`src/rtl/exe_pkg.sv`:
```
// Shared execute-stage definitions: ALU command encoding and register constants.
package exe_pkg;

  typedef enum logic [3:0] {
    ADD = 4'd0,
    SUB = 4'd1,
    AND = 4'd2,
    OR  = 4'd3,
    NOR = 4'd4,
    XOR = 4'd5,
    SLA = 4'd6,
    SLL = 4'd7,
    SRA = 4'd8,
    SRL = 4'd9
  } execmd_t;

  // Architectural zero register: never written, never forwarded.
  localparam int unsigned REG_ZERO = 0;

endpackage

```
`src/rtl/fwd_mux.sv`:
```
// Three-way priority operand selector: MEM producer, then WB producer, then
// the value captured from the register file. x0 is never forwarded.
module fwd_mux
  import exe_pkg::*;
#(
  parameter int XLEN = 32,
  parameter int RIDX = 5
) (
  input  logic [RIDX-1:0] i_src,
  input  logic [XLEN-1:0] i_reg_val,
  input  logic            i_mem_en,
  input  logic [RIDX-1:0] i_mem_rd,
  input  logic [XLEN-1:0] i_mem_val,
  input  logic            i_wb_en,
  input  logic [RIDX-1:0] i_wb_rd,
  input  logic [XLEN-1:0] i_wb_val,
  output logic [XLEN-1:0] o_val
);

  logic w_mem_hit;
  logic w_wb_hit;

  assign w_mem_hit = i_mem_en && (i_mem_rd != RIDX'(REG_ZERO)) && (i_mem_rd == i_src);
  assign w_wb_hit  = i_wb_en  && (i_wb_rd  != RIDX'(REG_ZERO)) && (i_wb_rd  == i_src);

  // Pick the youngest producer of the source register, MEM before WB.
  always_comb begin
    o_val = i_reg_val;
    if (w_mem_hit) begin
      o_val = i_mem_val;
    end else if (w_wb_hit) begin
      o_val = i_wb_val;
    end else begin
      o_val = i_reg_val;
    end
  end

endmodule

```
`src/rtl/id_ex_stage.sv`:
```
// ID/EX pipeline register feeding the ALU. Captures the decoded instruction,
// forwards operands from MEM/WB and stalls decode on load-use hazards.
// Optional feature macro: ID_EX_FWD_EN (defined = MEM/WB forwarding muxes;
// undefined = no forwarding, decode stalls on any RAW match in EX/MEM/WB).
module id_ex_stage
  import exe_pkg::*;
#(
  parameter int XLEN = 32,
  parameter int RIDX = 5
) (
  input  logic            clk,
  input  logic            rst,
  input  logic            flush,
  input  logic            id_valid,
  output logic            id_ready,
  input  execmd_t         id_exe_cmd,
  input  logic [RIDX-1:0] id_rs1,
  input  logic [RIDX-1:0] id_rs2,
  input  logic [RIDX-1:0] id_rd,
  input  logic [XLEN-1:0] id_rs1_val,
  input  logic [XLEN-1:0] id_rs2_val,
  input  logic [XLEN-1:0] id_imm,
  input  logic            id_use_imm,
  input  logic            id_mem_read,
  input  logic            id_mem_write,
  input  logic            id_wb_en,
  input  logic            mem_wb_en,
  input  logic [RIDX-1:0] mem_rd,
  input  logic [XLEN-1:0] mem_result,
  input  logic            wb_wb_en,
  input  logic [RIDX-1:0] wb_rd,
  input  logic [XLEN-1:0] wb_result,
  output logic            ex_valid,
  output execmd_t         exe_cmd,
  output logic [XLEN-1:0] val1,
  output logic [XLEN-1:0] val2,
  output logic [XLEN-1:0] ex_store_data,
  output logic [RIDX-1:0] ex_rd,
  output logic            ex_mem_read,
  output logic            ex_mem_write,
  output logic            ex_wb_en,
  output logic [31:0]     stall_cnt
);

  // Pipeline registers
  logic            r_valid;
  execmd_t         r_cmd;
  logic [RIDX-1:0] r_rd;
  logic [XLEN-1:0] r_rs1_val;
  logic [XLEN-1:0] r_rs2_val;
  logic [XLEN-1:0] r_imm;
  logic            r_use_imm;
  logic            r_mem_read;
  logic            r_mem_write;
  logic            r_wb_en;
  logic [31:0]     r_stall_cnt;
`ifdef ID_EX_FWD_EN
  logic [RIDX-1:0] r_rs1;
  logic [RIDX-1:0] r_rs2;
`endif

  logic            w_load_use;
  logic            w_hz;
  logic [XLEN-1:0] w_fwd_rs1;
  logic [XLEN-1:0] w_fwd_rs2;

  // True when producer register rd (non-zero) feeds an operand the decode
  // instruction actually reads: rs1 always, rs2 for reg-reg ops and stores.
  function automatic logic src_hit(
    input logic [RIDX-1:0] rd,
    input logic [RIDX-1:0] rs1,
    input logic [RIDX-1:0] rs2,
    input logic            use_imm,
    input logic            mem_write
  );
    src_hit = (rd != RIDX'(REG_ZERO)) &&
              ((rs1 == rd) || (!use_imm && (rs2 == rd)) || (mem_write && (rs2 == rd)));
  endfunction

  assign w_load_use = r_valid && r_mem_read && id_valid &&
                      src_hit(r_rd, id_rs1, id_rs2, id_use_imm, id_mem_write);

`ifdef ID_EX_FWD_EN
  assign w_hz = w_load_use;
`else
  // Without forwarding every in-flight producer blocks its consumers.
  assign w_hz = w_load_use ||
                (id_valid && ((r_valid && r_wb_en &&
                               src_hit(r_rd, id_rs1, id_rs2, id_use_imm, id_mem_write)) ||
                              (mem_wb_en &&
                               src_hit(mem_rd, id_rs1, id_rs2, id_use_imm, id_mem_write)) ||
                              (wb_wb_en &&
                               src_hit(wb_rd, id_rs1, id_rs2, id_use_imm, id_mem_write))));
`endif

  assign id_ready = ~w_hz;

  // Capture decode each cycle; a hazard loads a bubble, flush kills the slot.
  always_ff @(posedge clk) begin
    if (rst) begin
      r_valid     <= 1'b0;
      r_cmd       <= ADD;
      r_rd        <= '0;
      r_rs1_val   <= '0;
      r_rs2_val   <= '0;
      r_imm       <= '0;
      r_use_imm   <= 1'b0;
      r_mem_read  <= 1'b0;
      r_mem_write <= 1'b0;
      r_wb_en     <= 1'b0;
`ifdef ID_EX_FWD_EN
      r_rs1       <= '0;
      r_rs2       <= '0;
`endif
    end else if (w_hz) begin
      r_valid     <= 1'b0;
      r_mem_read  <= 1'b0;
      r_mem_write <= 1'b0;
      r_wb_en     <= 1'b0;
    end else begin
      r_valid     <= id_valid & ~flush;
      r_cmd       <= id_exe_cmd;
      r_rd        <= id_rd;
      r_rs1_val   <= id_rs1_val;
      r_rs2_val   <= id_rs2_val;
      r_imm       <= id_imm;
      r_use_imm   <= id_use_imm;
      r_mem_read  <= id_mem_read;
      r_mem_write <= id_mem_write;
      r_wb_en     <= id_wb_en;
`ifdef ID_EX_FWD_EN
      r_rs1       <= id_rs1;
      r_rs2       <= id_rs2;
`endif
    end
  end

  // Count stall cycles, saturating; only reset clears it.
  always_ff @(posedge clk) begin
    if (rst) begin
      r_stall_cnt <= 32'd0;
    end else if (w_hz && (r_stall_cnt != 32'hFFFF_FFFF)) begin
      r_stall_cnt <= r_stall_cnt + 32'd1;
    end else begin
      r_stall_cnt <= r_stall_cnt;
    end
  end

`ifdef ID_EX_FWD_EN
  fwd_mux #(.XLEN(XLEN), .RIDX(RIDX)) u_fwd_rs1 (
    .i_src     (r_rs1),
    .i_reg_val (r_rs1_val),
    .i_mem_en  (mem_wb_en),
    .i_mem_rd  (mem_rd),
    .i_mem_val (mem_result),
    .i_wb_en   (wb_wb_en),
    .i_wb_rd   (wb_rd),
    .i_wb_val  (wb_result),
    .o_val     (w_fwd_rs1)
  );

  fwd_mux #(.XLEN(XLEN), .RIDX(RIDX)) u_fwd_rs2 (
    .i_src     (r_rs2),
    .i_reg_val (r_rs2_val),
    .i_mem_en  (mem_wb_en),
    .i_mem_rd  (mem_rd),
    .i_mem_val (mem_result),
    .i_wb_en   (wb_wb_en),
    .i_wb_rd   (wb_rd),
    .i_wb_val  (wb_result),
    .o_val     (w_fwd_rs2)
  );
`else
  // Producer results are not consumed when forwarding is compiled out.
  logic w_unused_results;
  assign w_unused_results = ^{mem_result, wb_result};
  assign w_fwd_rs1 = r_rs1_val;
  assign w_fwd_rs2 = r_rs2_val;
`endif

  assign ex_valid      = r_valid;
  assign exe_cmd       = r_cmd;
  assign val1          = w_fwd_rs1;
  assign val2          = r_use_imm ? r_imm : w_fwd_rs2;
  assign ex_store_data = w_fwd_rs2;
  assign ex_rd         = r_rd;
  assign ex_mem_read   = r_valid & r_mem_read;
  assign ex_mem_write  = r_valid & r_mem_write;
  assign ex_wb_en      = r_valid & r_wb_en;
  assign stall_cnt     = r_stall_cnt;

endmodule

```
`config.mk`:
```
export PLATFORM = sky130hd
export DESIGN_NAME = id_ex_stage
export DESIGN_NICKNAME = d
export VERILOG_FILES = /design/src/rtl/exe_pkg.sv /design/src/rtl/fwd_mux.sv /design/src/rtl/id_ex_stage.sv
export SDC_FILE = /design/constraint.sdc
export NUM_CORES = 1
export LEC_CHECK = 0
export CORE_UTILIZATION = 35
export CTS_CLUSTER_SIZE = 10
export DETAILED_ROUTE_END_ITERATION = 10
export HOLD_SLACK_MARGIN = 0.06
export PLACE_DENSITY = 0.76
export SYNTH_ARGS = -nofsm -noshare
export SYNTH_HDL_FRONTEND = slang
export SYNTH_HIERARCHICAL = 1
export SYNTH_SLANG_ARGS = --single-unit
```
`constraint.sdc`:
```
create_clock -name clk -period 3.16 [get_ports clk]
set_clock_uncertainty 0.15 [all_clocks]
set_input_delay 0.79 -clock clk [delete_from_list [all_inputs] [get_ports clk]]
set_output_delay 0.79 -clock clk [all_outputs]
set_load 0.01 [all_outputs]
```
**Yosys cells after proc, flatten, opt, wreduce, memory -nomap -nowiden**

Index checks and enable logic that the tools add are counted.

- Add/sub/neg operators: 1
- Muxes and demuxes: 1
- Reduce and logical (&&, ||, !) cells: 32
- Bitwise operators: 6
- Eq/ne operators: 7

Operator list:

| kind | number |
|---|---|
| adder 32 x 1 -> 32 bit (second input constant) | 1 |
| two-way mux 32 bit | 1 |
| inequality test 32 bit (second input constant) | 1 |
| equality test 5 bit | 6 |
| logical AND 1 bit | 18 |
| nonzero test 5 bit | 3 |
| logical OR 1 bit | 9 |
| bitwise AND 1 bit | 4 |
| inverter 1 bit | 2 |
| OR reduction 2 bit | 1 |
| zero test 1 bit | 1 |

- Logic and storage cells: 58
- Flip-flop bits (word level): 142
- Output and inout port bits: 142
- Bits of input ports: 199

**Logic depth before layout (Yosys ltp)**

Gate-level depths: netlist of the first run.

- Depth after elaboration: 11
- Mapped depth: 10
- Gate-level depth less buffers: 6

**Worst setup path before layout of the first run**

No wires, ideal clock.

- Path type: in2out
- From: input port mem_rd[0]
- To: output port id_ready
- Data required time: 2220 ps
- Slack: 0 ps
- Stages: 6
- Path buffers: 3
- Arrival time: 2220 ps
- Cells stage by stage: or3_1 o311a_1 a222oi_1 buf_2 buf_4 buf_4

- Word-level cells in the longest chain between the ends: 11
- Elaborated cells on any way between the ends: 14
- Classes of those cells: eq/ne (2); bitwise (1); reduce/logical (11)

Ends and longest elaborated chain:

| item | RTL line | text |
|---|---|---|
| from (decl) | id_ex_stage.sv:28 | `input logic [RIDX-1:0] mem_rd,` |
| equality test 5 bit | id_ex_stage.sv:77 | `((rs1 == rd) \|\| (!use_imm && (rs2 == rd)) \|\| (mem_write && (rs2 == rd)));` |
| logical AND 1 bit | id_ex_stage.sv:77 |  |
| logical OR 1 bit (2 in series) | id_ex_stage.sv:77 |  |
| logical AND 1 bit (*) | id_ex_stage.sv:76 | `src_hit = (rd != RIDX'(REG_ZERO)) &&` |
| logical AND 1 bit (*) | id_ex_stage.sv:90 | `(mem_wb_en &&` |
| logical OR 1 bit (*) | id_ex_stage.sv:89 | `src_hit(r_rd, id_rs1, id_rs2, id_use_imm, id_mem_write)) \|\|` |
| logical OR 1 bit (*) | id_ex_stage.sv:91 | `src_hit(mem_rd, id_rs1, id_rs2, id_use_imm, id_mem_write)) \|\|` |
| logical AND 1 bit (*) | id_ex_stage.sv:88 | `(id_valid && ((r_valid && r_wb_en &&` |
| logical OR 1 bit (*) | id_ex_stage.sv:87 | `assign w_hz = w_load_use \|\|` |
| inverter 1 bit (*) | id_ex_stage.sv:96 | `assign id_ready = ~w_hz;` |
| to (decl) | id_ex_stage.sv:15 | `output logic id_ready,` |

Mark *: on every way between the ends. The rest lies on a longest branch, timed or not.

**Final worst setup path of the first run**

Ends and elaborated chain as after synthesis.

==> results.json, run 1 <==
{
  "critical_path.endpoint": "id_ready",
  "r2r_slack_ns": 0.38,
  "leakagePower_uw": 0.00452,
  "dieArea_um2": 18900,
  "fin_crit_ns": 3.22,
  "overflow": 0,
  "place_hpwl_um": 12500,
  "cp.depth": 6,
  "reg2reg_from": "ex_rd[4]",
  "cap_viol_max_count": 0,
  "multi_input_area_um2": 3280,
  "grt_pass1_wl_um": 27300,
  "crit_type": "in -> out",
  "top_layer_used": "met4",
  "antenna_left": 0,
  "fillers": 1605,
  "power_density_nw_per_um2": 500,
  "violations": "setup timing",
  "p_sw_uw": 1160,
  "crit_top_cell": "buf_6",
  "vdd_drop_max_mv": 0.355,
  "dr_wl_met3_um": 1480,
  "grt_max_degree": 76,
  "ios": 341,
  "drv_slew": 0,
  "required_ns": 2.22,
  "final_area_um2": 10200,
  "drc": 0,
  "port-buffer-count": 276,
  "met2_length_um": 8700,
  "drive_gt1_share_pct": 11.4,
  "wl_um": 18000,
  "synth_area_um2": 6420,
  "cts_buffer_depth": 2,
  "drt_iter0_markers": 270,
  "crit_buf_inv": 3,
  "nets": 1133,
  "grt.total_usage_pct": 18.4,
  "seq_area_um2": 2840,
  "worst_slack_ns": -0.0597,
  "clkTransAtPathRegs_ns": 0.06,
  "die_h_um": 137,
  "setup_viol": 1,
  "slew_headroom_pct": 62.4,
  "vias_per_cell": 4.93,
  "root_buffer": "clkbuf_16",
  "p_comb_share_pct": 14.2,
  "yosysSeqAreaShare_pct": 44.3,
  "fin_util_pct": 56.6,
  "period_share_pct": 102,
  "critPathMaxFanout": 2,
  "dpl_cell_area_um2": 9380,
  "fmax_mhz": 311,
  "p_int_uw": 3930,
  "grt_pass1_vias": 5467,
  "slowest_stage": "or3_1",
  "critPathMaxStageDelay_ns": 0.37,
  "num_vias": 5796,
  "numCtsBuffers": 17,
  "clk_latency_ns": 0.41,
  "yosys_warnings": 6,
  "place.gp.congestion": 0.887,
  "met1_length_um": 7530,
  "numClockSinks": 142,
  "core_region_area_um2": 18000,
  "sequentialPowerShare_pct": 38.0,
  "syn_avg_cell_area_um2": 9.80,
  "crit_chain": "buf_6 > or3_1 > o311a_1 > a222oi_1 > buf_4 > buf_6",
  "startpoint": "mem_rd[0]",
  "syn_nets": 855,
  "synth_cell_types": 39,
  "die-width_um": 137,
  "arrival_ns": 2.28,
  "cts_tree": "built",
  "num_antenna_cells": 0,
  "hp-class": "reg -> reg",
  "tightest_slew_ns": 0.564,
  "wl_per_cell_um": 15.3,
  "final_cells": 1175,
  "finalHoldViolations": 0,
  "start_util_pct": 35.7,
  "start_kind": "input pin",
  "firstDrtPassIters": 4,
  "antenna_found_initial": 0,
  "worstReg2RegEnd": "stall_cnt[21]",
  "ctsHtreeMaxLevel": 4,
  "dp_cells": 1139,
  "crit_family": "compound AO/OA/AOI/OAI gates",
  "setup-tns-final_ns": -0.0597,
  "status": "finished, violations left",
  "synth_seq_cells": 142,
  "rsz0062_at_grt": "true",
  "power_frac_clock_pct": 47.8,
  "switching_share_pct": 22.8,
  "reg2regPathDepth": 10,
  "finalPower_uw": 5090,
  "synthCells": 655,
  "std_cell_rows": 49,
  "hold_buffers": 0,
  "cp-end-kind": "primary output",
  "area_delta_synth_final_pct": 58.4
}
-- state kept, by name (all words and copies together), names as in the netlist --
name           count
r_wb_en            1
val1              32
r_imm             32
ex_store_data     32
exe_cmd            4
stall_cnt         32
ex_rd              5
r_use_imm          1
r_mem_read         1
ex_valid           1
r_mem_write        1
-- final cells by class --
cell class              count  share of cell area [%]
clock buffers              18                    4.32
clock inverters            14                    2.72
inverters                   1                  0.0369
multi-input cells         468                    32.3
flip-flops and latches    142                    27.9
well taps                 229                    2.82
repair buffers            303                    29.9
-- layer usage --
layer / vias to the layer above / track usage [%]
met2: 193 / 30.4
met1: 2714 / 22.0
li1: 2868 / -
met4: 0 / 6.59
met3: 21 / 6.29
met5: - / 0
-- per-stage QoR --
step / worst slack, ns / hold slack [ns]
after CTS: -0.0438 / 0.345
final: -0.0597 / 0.337
after detailed placement: -0.811 / 0.330
after floorplan: 0.000127 / 0.304
after global routing: -0.114 / 0.358
after global placement: -0.778 / 0.317
-- placed cells by master, fill, tap and decap left out, types with 6 or more instances in the layout --
master / instances
o21ai_0: 23
or4_1: 10
mux2i_1: 106
dlygate4sd2_1: 15
nand2_1: 12
buf_4: 21
a21oi_1: 28
bufinv_16: 7
o31ai_1: 10
or3_1: 19
xnor2_1: 27
mux2_2: 35
and2_1: 7
nor2b_1: 6
nor2_1: 117
nand3_1: 14
and3_1: 7
nand4_1: 11
clkdlybuf4s50_1: 252
buf_6: 7
clkbuf_16: 18
dfxtp_1: 142
-- power by group through the flow --
stage          Sequential, uW  Combinational [uW]  Clock, uW
3_3_place_gp             1970                 713          0
6_report                 1930                 723       2430
2_1_floorplan            1990                 281          0
5_1_grt                  1950                 775       2560
4_1_cts                  1930                 723       2480
3_5_place_dp             1970                 720          0
-- synthesized netlist by cell type --
cell type | instances | area, um2
and3b_1 | 1 | 8.76
mux2_1 | 2 | 22.5
xnor2_1 | 27 | 236
and3_1 | 7 | 43.8
buf_2 | 6 | 30.0
nor4_1 | 2 | 12.5
nand2_1 | 12 | 45.0
nor3b_1 | 1 | 7.51
buf_4 | 7 | 52.6
ha_1 | 1 | 12.5
dfxtp_1 | 142 | 2840
inv_1 | 1 | 3.75
o21ai_1 | 1 | 5.00
a21oi_1 | 28 | 140
xor2_1 | 3 | 26.3
o211ai_1 | 4 | 30.0
or3_1 | 19 | 119
o2111ai_1 | 3 | 26.3
nand3_1 | 14 | 70.1
buf_12 | 7 | 140
mux2_2 | 35 | 394
o32ai_1 | 3 | 26.3
nor4b_1 | 1 | 8.76
and2_1 | 7 | 43.8
nor2b_1 | 7 | 43.8
nor2_2 | 1 | 6.26
or4_1 | 10 | 75.1
o31ai_1 | 10 | 75.1
nor3_1 | 5 | 25.0
nand4_1 | 11 | 68.8
o21ai_0 | 23 | 115
o311a_1 | 2 | 20.0
or3b_2 | 1 | 8.76
clkbuf_1 | 23 | 86.3
mux2i_1 | 106 | 1060
nor2_1 | 117 | 439
and4_1 | 3 | 26.3
buf_6 | 1 | 11.3
a222oi_1 | 1 | 10.0
-- worst min-delay path by stage --
stage               startpoint         to  slack [ns]  depth (start not counted)
floorplan             r_imm[0]   r_imm[0]        0.30                          2
global placement     r_imm[22]  r_imm[22]        0.32                          2
detailed placement    r_imm[2]   r_imm[2]        0.33                          2
CTS                   val1[20]   val1[20]        0.35                          2
global route         r_imm[17]  r_imm[17]        0.36                          2
finish                r_imm[0]   r_imm[0]        0.34                          2
-- cell families after synthesis --
| logic type | count (synthesis) | synth area share, % |
|---|---|---|
| buffers and inverters | 45 | 5.05 |
| DFF | 142 | 44.3 |
| adders and majority gates | 1 | 0.195 |
| AOI/OAI and AO/OA | 75 | 6.98 |
| and+or+nand+nor | 219 | 16.4 |
| muxes | 143 | 23.0 |
| xor gates and xnor gates | 30 | 4.09 |
-- what timing repair did --
item                       4_1_cts  5_1_grt
setup endpoints to repair       36        5
buffers inserted                 2        1
gates cloned                     0        1
pin swaps                        7        5
resized for setup               51        6
-- worst reg2reg max path: cells and delay by family (launching register included) --
kind | cells | cell delay [ns]
compound gates | 3 | 0.60
buf+inv | 4 | 0.71
simple gates | 2 | 0.62
xor+xnor | 1 | 0.17
flops | 1 | 0.46
(Power assumes the default switching activity.)
==> inputs of run 2 (changes only) <==
- PLACE_DENSITY: 0.76 -> 0.73
- clock period: 3.16 -> 3.7 ns (I/O delays scaled with it)
==> run 2 against run 1 <==
  * The flow now finishes without violations
  * Combinational power shrank 17%
  * Critical path depth unchanged
  * Sequential share of layout area up 0.74 points
  * Worst hold slack better by 0.00055 ns
  * Final area shrank 2.5%
  * Setup slack gained 0.17 ns
  * Critical endpoint unchanged
  * Largest power group is now registers
  * Highest routed layer unchanged
==> results.json, run 2 (same netlist as run 1, synthesis figures left out) <==
{
  "num_antenna_cells": 0,
  "root_buffer": "clkbuf_16",
  "crit_chain": "clkdlybuf4s50_1 > nor2b_4 > o32ai_1 > a222oi_1 > buf_4 > buf_6",
  "finalHoldViolations": 0,
  "die_h_um": 137,
  "worstReg2RegEnd": "val1[9]",
  "fmax_mhz": 279,
  "drive_gt1_share_pct": 9.81,
  "dpl_cell_area_um2": 9320,
  "start_util_pct": 35.7,
  "required_ns": 2.62,
  "crit_type": "in -> out",
  "drt_iter0_markers": 286,
  "hold_start": "val1[15]",
  "cp-end-kind": "primary output",
  "wl_per_cell_um": 15.1,
  "vdd_drop_max_mv": 0.295,
  "dieArea_um2": 18900,
  "grt_pass1_wl_um": 27300,
  "tightest_slew_ns": 0.731,
  "place_hpwl_um": 12500,
  "pre_cts_ws_ns": -0.554,
  "start_kind": "input pin",
  "num_vias": 5696,
  "ctsHtreeMaxLevel": 4,
  "port-buffer-count": 276,
  "drv_slew": 0,
  "mostFrequentLayoutCells": "259 x clkdlybuf4s50_1, 141 x dfxtp_1, 117 x nor2_1, 106 x mux2i_1, 35 x mux2_2",
  "use_met1_pct": 22.0,
  "cts_setup_buffers": 0,
  "cap_viol_max_count": 0,
  "critPathMaxStageDelay_ns": 0.53,
  "setup-tns-final_ns": 0,
  "period_share_pct": 97.0,
  "die-width_um": 137,
  "ios": 341,
  "finalPower_uw": 3910,
  "hp-class": "reg -> reg",
  "rsz0062_at_grt": "false",
  "nets": 1125,
  "core_region_area_um2": 18000,
  "leakagePower_uw": 0.00443,
  "r2r_slack_ns": 0.76,
  "std_cell_rows": 49,
  "numCtsBuffers": 17,
  "setup_viol": 0,
  "grt_max_degree": 74,
  "final_area_um2": 9910,
  "whs_path_depth": 2,
  "status": "complete, no violations",
  "clk_latency_ns": 0.41,
  "crit_buf_inv": 3,
  "clkTransAtPathRegs_ns": 0.06,
  "grt-busiest-layer": "met2",
  "critPathMaxFanout": 3,
  "antenna_left": 0,
  "cts_tree": "built",
  "reg2reg_from": "ex_valid",
  "power_density_nw_per_um2": 394,
  "grt_pass1_vias": 5418,
  "fin_crit_ns": 3.59,
  "arrival_ns": 2.51,
  "grt_use_met2_pct": 30.4,
  "whs_endpoint": "val1[15]",
  "vias_per_cell": 4.88,
  "worst_slack_ns": 0.111,
  "firstDrtPassIters": 4,
  "numClockSinks": 142,
  "cts_buffer_depth": 2,
  "final_common_cell": "clkdlybuf4s50_1",
  "overflow": 0,
  "antenna_found_initial": 0,
  "place.gp.congestion": 0.865,
  "crit_family": "buffers and inverters",
  "reg2regPathDepth": 8,
  "slowest_stage": "clkdlybuf4s50_1",
  "area_delta_synth_final_pct": 54.4,
  "grt.total_usage_pct": 18.6,
  "use_met3_pct": 7.36,
  "drc": 0,
  "holdWs_ns": 0.338,
  "slew_headroom_pct": 51.2,
  "wl_um": 17700
}
run 2: cell count changes in the layout (fill, tap and decap cells not counted), sizes merged:
cell / before / now
clkdlybuf4s50: 252 / 259
clkinvlp: 0 / 3
bufinv: 7 / 1
dlygate4sd2: 15 / 5
clkdlybuf4s15: 0 / 1
clkinv: 3 / 5
dlymetal6s2s: 1 / 9
clkbuf: 19 / 20
buf: 34 / 21
inv: 5 / 4
run 2: how the worst max path moves through the flow:
stage                     startpoint        to  slack (ns)  cells past startpoint
after CTS                 id_use_imm  id_ready       0.007                      6
after detailed placement   mem_rd[0]  id_ready       -0.55                      6
after global placement     mem_rd[0]  id_ready       -0.57                      6
after global routing      id_use_imm  id_ready       0.002                      6
after floorplan            mem_rd[0]  id_ready        0.27                      6
final                     id_use_imm  id_ready        0.11                      6
run 2: worst min-delay path, delay by kind of cell, from the launching register on:
| kind | cells | cell delay (ns) |
|---|---|---|
| flops | 1 | 0.32 |
| simple gates | 1 | 0.07 |
| mux | 1 | 0.06 |
run 2: repair_timing:
item                                    CTS  global route
pin swaps                                 5             4
resized for setup                        11            12
endpoints found under the setup margin    4            20
hold buffers                              0             0
run 2: metrics by stage:
step / instances / util [%]
2_1_floorplan: 655 / -
3_3_place_gp: 1135 / 51.9
3_5_place_dp: 1135 / 51.9
4_1_cts: 1167 / 55.0
5_1_grt: 1167 / 55.2
6_report: 1167 / 55.2
run 2: cell type report:
class,count,area [um2]
clock buffer,20,467
clock inverter,12,108
fill,1650,8050
inverter,1,3.75
multi-input combinational,468,3260
sequential,142,2840
tap,229,287
timing repair buffer,295,2950
run 2: where the power goes:
part / internal [uW] / switching, uW / total, uW
sequential: 1610 / 51.6 / 1660
clock: 980 / 672 / 1650
combinational: 376 / 224 / 600
run 2: per-layer routing:
layer  up-vias  routed length (um)  part of all wire (%)
met5         -                   0                     0
met4         0                 268                   1.5
met3        17                1620                   9.2
met2       187                8300                    47
met1      2636                7490                    42
li1       2856                   -                     -
